===== src/rtl/param_seq_det.sv =====
`default_nettype none
// ============================================================================
// Module   : param_seq_det
// Purpose  : Programmable serial bit-pattern detector (1..MAX_LEN bits) with
//            overlap control, valid qualification and saturating match count.
// Revision : 1.0  initial release
// ============================================================================
module param_seq_det #(
  parameter int                 MAX_LEN     = 8,
  parameter int                 LEN_W       = $clog2(MAX_LEN + 1),
  parameter int                 CNT_W       = 8,
  parameter logic [MAX_LEN-1:0] PAT_DEFAULT = 8'b0000_1101,
  parameter int                 LEN_DEFAULT = 4,
  parameter logic               OVL_DEFAULT = 1'b1
) (
  input  logic               clock,
  input  logic               rst,
  input  logic               cfg_load,
  input  logic [MAX_LEN-1:0] cfg_pattern,
  input  logic [LEN_W-1:0]   cfg_len,
  input  logic               cfg_overlap,
  input  logic               in_valid,
  input  logic               in_bit,
  input  logic               count_clr,
  output logic               pattern_det,
  output logic [CNT_W-1:0]   match_count,
  output logic               cfg_err
);

  localparam logic [LEN_W-1:0] c_max_len     = LEN_W'(MAX_LEN);
  localparam logic [LEN_W-1:0] c_len_default = LEN_W'(LEN_DEFAULT);
  localparam logic [CNT_W-1:0] c_cnt_max     = '1;

  // The oldest history bit falls off when the candidate is formed, so only
  // MAX_LEN-1 bits need to be kept.
  logic [MAX_LEN-2:0] r_hist;
  logic [MAX_LEN-1:0] r_pat;
  logic [LEN_W-1:0]   r_len;
  logic [LEN_W-1:0]   r_fill;
  logic               r_ovl;
  logic               r_det;
  logic               r_err;
  logic [CNT_W-1:0]   r_count;

  logic [MAX_LEN-1:0] w_cand;
  logic [MAX_LEN-1:0] w_mask;
  logic [LEN_W:0]     w_fill_p1;
  logic [LEN_W-1:0]   w_fill_next;
  logic               w_len_ok;
  logic               w_fill_ok;
  logic               w_pat_eq;
  logic               w_match;

  assign w_cand      = {r_hist, in_bit};
  assign w_len_ok    = (r_len != '0) && (r_len <= c_max_len);
  assign w_fill_p1   = {1'b0, r_fill} + {{LEN_W{1'b0}}, 1'b1};
  assign w_fill_ok   = w_fill_p1 >= {1'b0, r_len};
  assign w_fill_next = (r_fill == c_max_len) ? r_fill : w_fill_p1[LEN_W-1:0];

  // Only the low len bits of candidate and pattern take part in the compare.
  generate
    for (genvar i = 0; i < MAX_LEN; i++) begin : g_mask
      assign w_mask[i] = LEN_W'(i) < r_len;
    end
  endgenerate

  assign w_pat_eq = ((w_cand ^ r_pat) & w_mask) == '0;
  assign w_match  = in_valid && !cfg_load && w_len_ok && w_fill_ok && w_pat_eq;

  always_ff @(posedge clock) begin
    if (rst) begin
      r_pat   <= PAT_DEFAULT;
      r_len   <= c_len_default;
      r_ovl   <= OVL_DEFAULT;
      r_hist  <= '0;
      r_fill  <= '0;
      r_det   <= 1'b0;
      r_err   <= 1'b0;
      r_count <= '0;
    end else begin
      r_det <= w_match;

      if (cfg_load) begin
        r_pat  <= cfg_pattern;
        r_len  <= cfg_len;
        r_ovl  <= cfg_overlap;
        r_hist <= '0;
        r_fill <= '0;
        r_err  <= (cfg_len == '0) || (cfg_len > c_max_len);
      end else if (in_valid) begin
        if (w_match && !r_ovl) begin
          r_hist <= '0;
          r_fill <= '0;
        end else begin
          r_hist <= w_cand[MAX_LEN-2:0];
          r_fill <= w_fill_next;
        end
      end

      if (count_clr) begin
        r_count <= '0;
      end else if (w_match && (r_count != c_cnt_max)) begin
        r_count <= r_count + {{(CNT_W-1){1'b0}}, 1'b1};
      end
    end
  end

  assign pattern_det = r_det;
  assign match_count = r_count;
  assign cfg_err     = r_err;

endmodule
`default_nettype wire


===== config.mk =====
export PLATFORM = sky130hd
export DESIGN_NAME = param_seq_det
export DESIGN_NICKNAME = d
export VERILOG_FILES = /design/src/rtl/param_seq_det.sv
export SDC_FILE = /design/constraint.sdc
export NUM_CORES = 1
export LEC_CHECK = 0
export ABC_AREA = 1
export CAP_MARGIN = 15
export CELL_PAD_IN_SITES_DETAIL_PLACEMENT = 0
export CELL_PAD_IN_SITES_GLOBAL_PLACEMENT = 1
export CORE_MARGIN = 4
export CORE_UTILIZATION = 38
export DETAILED_ROUTE_END_ITERATION = 16
export PLACE_DENSITY_LB_ADDON = 0.3
export SYNTH_ARGS = -nofsm -noshare
export SYNTH_HDL_FRONTEND = slang
export SYNTH_SLANG_ARGS = --single-unit

===== constraint.sdc =====
create_clock -name clock -period 2.7 [get_ports clock]
set_input_delay 0.405 -clock clock [delete_from_list [all_inputs] [get_ports clock]]
set_output_delay 0.405 -clock clock [all_outputs]
set_load 0.05 [all_outputs]

==> metrics.sh <==
ROUTE.ANTENNA.REMAINING_NETS=0
AGGREGATE_NEGATIVE_SETUP_SLACK_NS=0
XOR_AND_XNOR_AREA_SHARE_AFTER_SYNTHESIS_PCT=5.89
POWER.DENSITY_CELL_AREA_nW_PER_UM2=474
GR-TOTAL-OVERFLOW=0
FINAL_PERIOD_MINUS_WORST_SETUP_SLACK_NS=2.27
REGISTER_BIT_TOTAL_FROM_SYNTHESIS=34
PLACEMENT_ROWS=24
GRT_UTIL_MET1_PCT=21.6
FINAL-SETUP-VIOL-COUNT=0
CRIT_PATH_START_KIND='flip-flop'
INITIAL_UTILIZATION_PCT=40.2
POST-CTS-SETUP-BUFFERS=0
SYN_TO_FINAL_GROWTH_PCT=23.3
DIE_WIDTH_UM=76.5
RSZ0062_AT_GRT='false'
HOLD_PATH.STARTPOINT='r_pat[5]'
FMAX_MHz=440
SLEW_VIOLATIONS=0
NETS_FINAL=308
POST_ROUTE_CELLS_DRIVE_ABOVE_1_SHARE_PCT=8.87
CLOCK_TREE_FROM_TRITONCTS='done'
WORST_SLEW_PIN_SLEW_NS=0.508
SYNTH_COMPOUND_GATE_AREA_SHARE_PCT=11.5
CRIT_PATH_END_KIND='flip-flop'
FINCLKSKEW_NS=0.00843
YS_WARN_COUNT=0
WORST_R2R_STARTPOINT='r_fill[0]'
IO-PIN-COUNT=29
ANTENNA-DIODE-COUNT=0
DETAIL_ROUTE.ITER0.VIOLATIONS=44
GRT_PASS1_WL_MM=6.94
CLKSLEWWORSTSETUPHOLDPATHS_NS=0.07
FINAL_CRITICAL_PATH_SETUP_SLACK_NS=0.429
CLOCK_LATENCY_NS=0.29
CTS-HTREE-LEVELS=2
DOMINANT_COMBINATIONAL_CELL_FAMILY_BY_AREA_AFTER_SYNTHESIS='simple AND/OR/NAND/NOR gates'
BUSIEST_LAYER='met1'
IO_BUFFERS=28
WORST-PATH-MAX-FANOUT=12
WORST_HOLD_PATH_TYPE='reg2reg'
CRITICAL_PATH_ARRIVAL_NS=2.46
POST-ROUTE-DRC-COUNT=0
CLOCKROOTBUFFER='sky130_fd_sc_hd__clkbuf_8'
POST_CTS_RESIZE_COUNT=0
GRT_START_MAX_NET_PINS=17
FINAL-INSTANCE-COUNT-EXCL-FILL=334
DP_CELLS=327
NETLIST-CELL-TYPE-COUNT=27
POSTSYNTHCELLCOUNT=250
WORST_IR_DROP_VDD_mV=0.300
CRITPATHREQUIREDTIME_NS=2.89
SYNTH.NET_COUNT=276
SYNTH-SIMPLE-AREA-SHARE_PCT=32.3
P_LEAK_nW=0.918
GRT.MET3_USAGE_PCT=3.90
AVGSYNTHCELLAREA_UM2=7.14
NUMBER_OF_VIAS_IN_THE_ROUTED_LAYOUT=1609
CLKSINKCOUNT=34
CTS_INSERTED_BUFFERS=5
FLOORPLAN.CORE_AREA_UM2=4440
FIN_TOTAL_PWR_mW=1.04
FINALHOLDVIOLCOUNT=0
DIE_H_UM=76.5
CRIT_TYPE='reg2reg'
POSTCTSHOLDBUFS=0
DRT-PASS1-ITER-COUNT=4
POSTROUTEWIRELENGTH_MM=3.94
CAP_VIOL_MAX_COUNT=0
PRE_CTS_SETUP_SLACK_NS=0.464
SLEW_HEADROOM_PCT=66.1
GP_CONGESTION=0.834
GR-USAGE-MET2_PCT=19.9
WIRE_PER_INST_UM=11.8
VIAS_PER_CELL=4.82
MULTIPLEXER_SHARE_OF_THE_SYNTHESIZED_AREA_PCT=0
CRIT_START='r_fill[0]'
FIRST_GLOBAL_VIAS=1494
STATUS='completed'
HPWLAFTERDP_MM=2.96
SYNTH_SEQUENTIAL_AREA_RATIO_PCT=38.1
CLK_PATH_BUF_DEPTH=2
FLOORPLAN.DIE_AREA_UM2=5860
SYNTH_ADDER_AREA_SHARE_PCT=4.91
SYNTHESIS.AREA_UM2=1790
MIN_PERIOD_OVER_PERIOD_PCT=84.1
GRT_USE_TOTAL_PCT=14.7
GRT_ANTENNA_BEFORE_REPAIR=0
## critical path, stage by stage, from the launching register on
cell,delay [ns]
sky130_fd_sc_hd__dfxtp_1,0.41
sky130_fd_sc_hd__ha_1,0.21
sky130_fd_sc_hd__xor2_1,0.26
sky130_fd_sc_hd__ha_1,0.30
sky130_fd_sc_hd__a21oi_1,0.15
sky130_fd_sc_hd__o21ai_0,0.09
sky130_fd_sc_hd__nor2_1,0.20
sky130_fd_sc_hd__nor2_4,0.09
sky130_fd_sc_hd__nand3_4,0.15
sky130_fd_sc_hd__nand2_4,0.11
sky130_fd_sc_hd__a21oi_1,0.14
sky130_fd_sc_hd__nor2_1,0.05
## registers in the layout, indices dropped and copies added, names as in the netlist
signal,flops
match_count,8
pattern_det,1
r_fill,4
r_len,4
r_ovl,1
cfg_err,1
r_hist,7
r_pat,8
## layout by cell type (no fill, tap or decap), types with 2 or more instances in the layout
| cell | instances |
|---|---|
| sky130_fd_sc_hd__nand3_1 | 23 |
| sky130_fd_sc_hd__clkinv_2 | 3 |
| sky130_fd_sc_hd__nand2_2 | 5 |
| sky130_fd_sc_hd__xor2_1 | 9 |
| sky130_fd_sc_hd__nor3_1 | 3 |
| sky130_fd_sc_hd__clkbuf_8 | 5 |
| sky130_fd_sc_hd__ha_1 | 7 |
| sky130_fd_sc_hd__buf_4 | 3 |
| sky130_fd_sc_hd__nor2_1 | 25 |
| sky130_fd_sc_hd__nand3_4 | 2 |
| sky130_fd_sc_hd__inv_1 | 22 |
| sky130_fd_sc_hd__dfxtp_1 | 34 |
| sky130_fd_sc_hd__nand4_1 | 2 |
| sky130_fd_sc_hd__o21ai_0 | 14 |
| sky130_fd_sc_hd__clkdlybuf4s50_1 | 28 |
| sky130_fd_sc_hd__inv_2 | 3 |
| sky130_fd_sc_hd__xnor2_1 | 3 |
| sky130_fd_sc_hd__a21oi_1 | 25 |
| sky130_fd_sc_hd__o21ai_1 | 2 |
| sky130_fd_sc_hd__nand2_1 | 57 |
| sky130_fd_sc_hd__nor2_4 | 2 |
## stage by stage
| step | util (%) | cell area (µm²) | hold slack, ns |
|---|---|---|---|
| 2_1_floorplan | - | 1790 | 0.443 |
| 3_3_place_gp | 47.7 | 2120 | 0.469 |
| 3_5_place_dp | 47.7 | 2120 | 0.473 |
| 4_1_cts | 49.5 | 2200 | 0.484 |
| 5_1_grt | 49.5 | 2200 | 0.505 |
| 6_report | 49.5 | 2200 | 0.478 |
## final timing paths
| path | end | slack [ns] | cells after the start |
|---|---|---|---|
| setup / recovery | r_fill[3] | 0.43 | 11 |
| setup reg to reg | r_fill[3] | 0.43 | 11 |
| hold / removal | r_pat[5] | 0.48 | 2 |
| hold reg to reg | r_pat[5] | 0.48 | 2 |
## layout make-up
| cell class | count | area [µm²] |
|---|---|---|
| clock inverter | 2 | 10.0 |
| inverter | 26 | 98.8 |
| multi-input combinational | 184 | 975 |
| tap | 52 | 65.1 |
| clock buffer | 5 | 68.8 |
| timing repair buffer | 31 | 303 |
| sequential | 34 | 681 |
| fill | 463 | 2240 |
## logic make-up (layout without fill, tap and decap cells)
logic type / count (synthesis) / after routing
compound gates: 41 / 41
xor+xnor: 12 / 12
fa+ha+maj: 7 / 7
buf+inv: 32 / 64
flops: 34 / 34
simple gates: 124 / 124
## routing by layer
metal	part of all wire, %	wire length (µm)
met5	0	0
met4	1.3	50
met3	4.0	159
met2	40	1590
met1	54	2140
## power by group
group	switching, mW	leakage [nW]	internal [mW]
logic	0.0796	0.597	0.0659
clock network	0.190	0.0438	0.173
registers	0.0150	0.278	0.519
## Yosys cell counts
cell / number / area share, %
sky130_fd_sc_hd__inv_2: 3 / 0.63
sky130_fd_sc_hd__nor2_1: 25 / 5.3
sky130_fd_sc_hd__buf_6: 1 / 0.63
sky130_fd_sc_hd__xnor2_1: 3 / 1.5
sky130_fd_sc_hd__buf_1: 1 / 0.21
sky130_fd_sc_hd__dfxtp_1: 34 / 38
sky130_fd_sc_hd__nand2_4: 1 / 0.63
sky130_fd_sc_hd__nand3_1: 23 / 6.4
sky130_fd_sc_hd__nor2_4: 2 / 1.3
sky130_fd_sc_hd__nand2_1: 57 / 12
sky130_fd_sc_hd__nand2_2: 5 / 1.8
sky130_fd_sc_hd__inv_1: 22 / 4.6
sky130_fd_sc_hd__nand3_4: 2 / 2.0
sky130_fd_sc_hd__clkinv_2: 1 / 0.28
sky130_fd_sc_hd__and3_1: 1 / 0.35
sky130_fd_sc_hd__nor3_1: 3 / 0.84
sky130_fd_sc_hd__a21oi_1: 25 / 7.0
sky130_fd_sc_hd__ha_1: 7 / 4.9
sky130_fd_sc_hd__or2_1: 1 / 0.35
sky130_fd_sc_hd__nor3b_1: 1 / 0.42
sky130_fd_sc_hd__o21ai_0: 14 / 3.9
sky130_fd_sc_hd__clkbuf_1: 3 / 0.63
sky130_fd_sc_hd__xor2_1: 9 / 4.4
sky130_fd_sc_hd__o21ai_1: 2 / 0.56
sky130_fd_sc_hd__buf_2: 1 / 0.28
sky130_fd_sc_hd__nand4_1: 2 / 0.70
sky130_fd_sc_hd__nor2_2: 1 / 0.35
No activity file was read; power rests on OpenSTA's default activity.
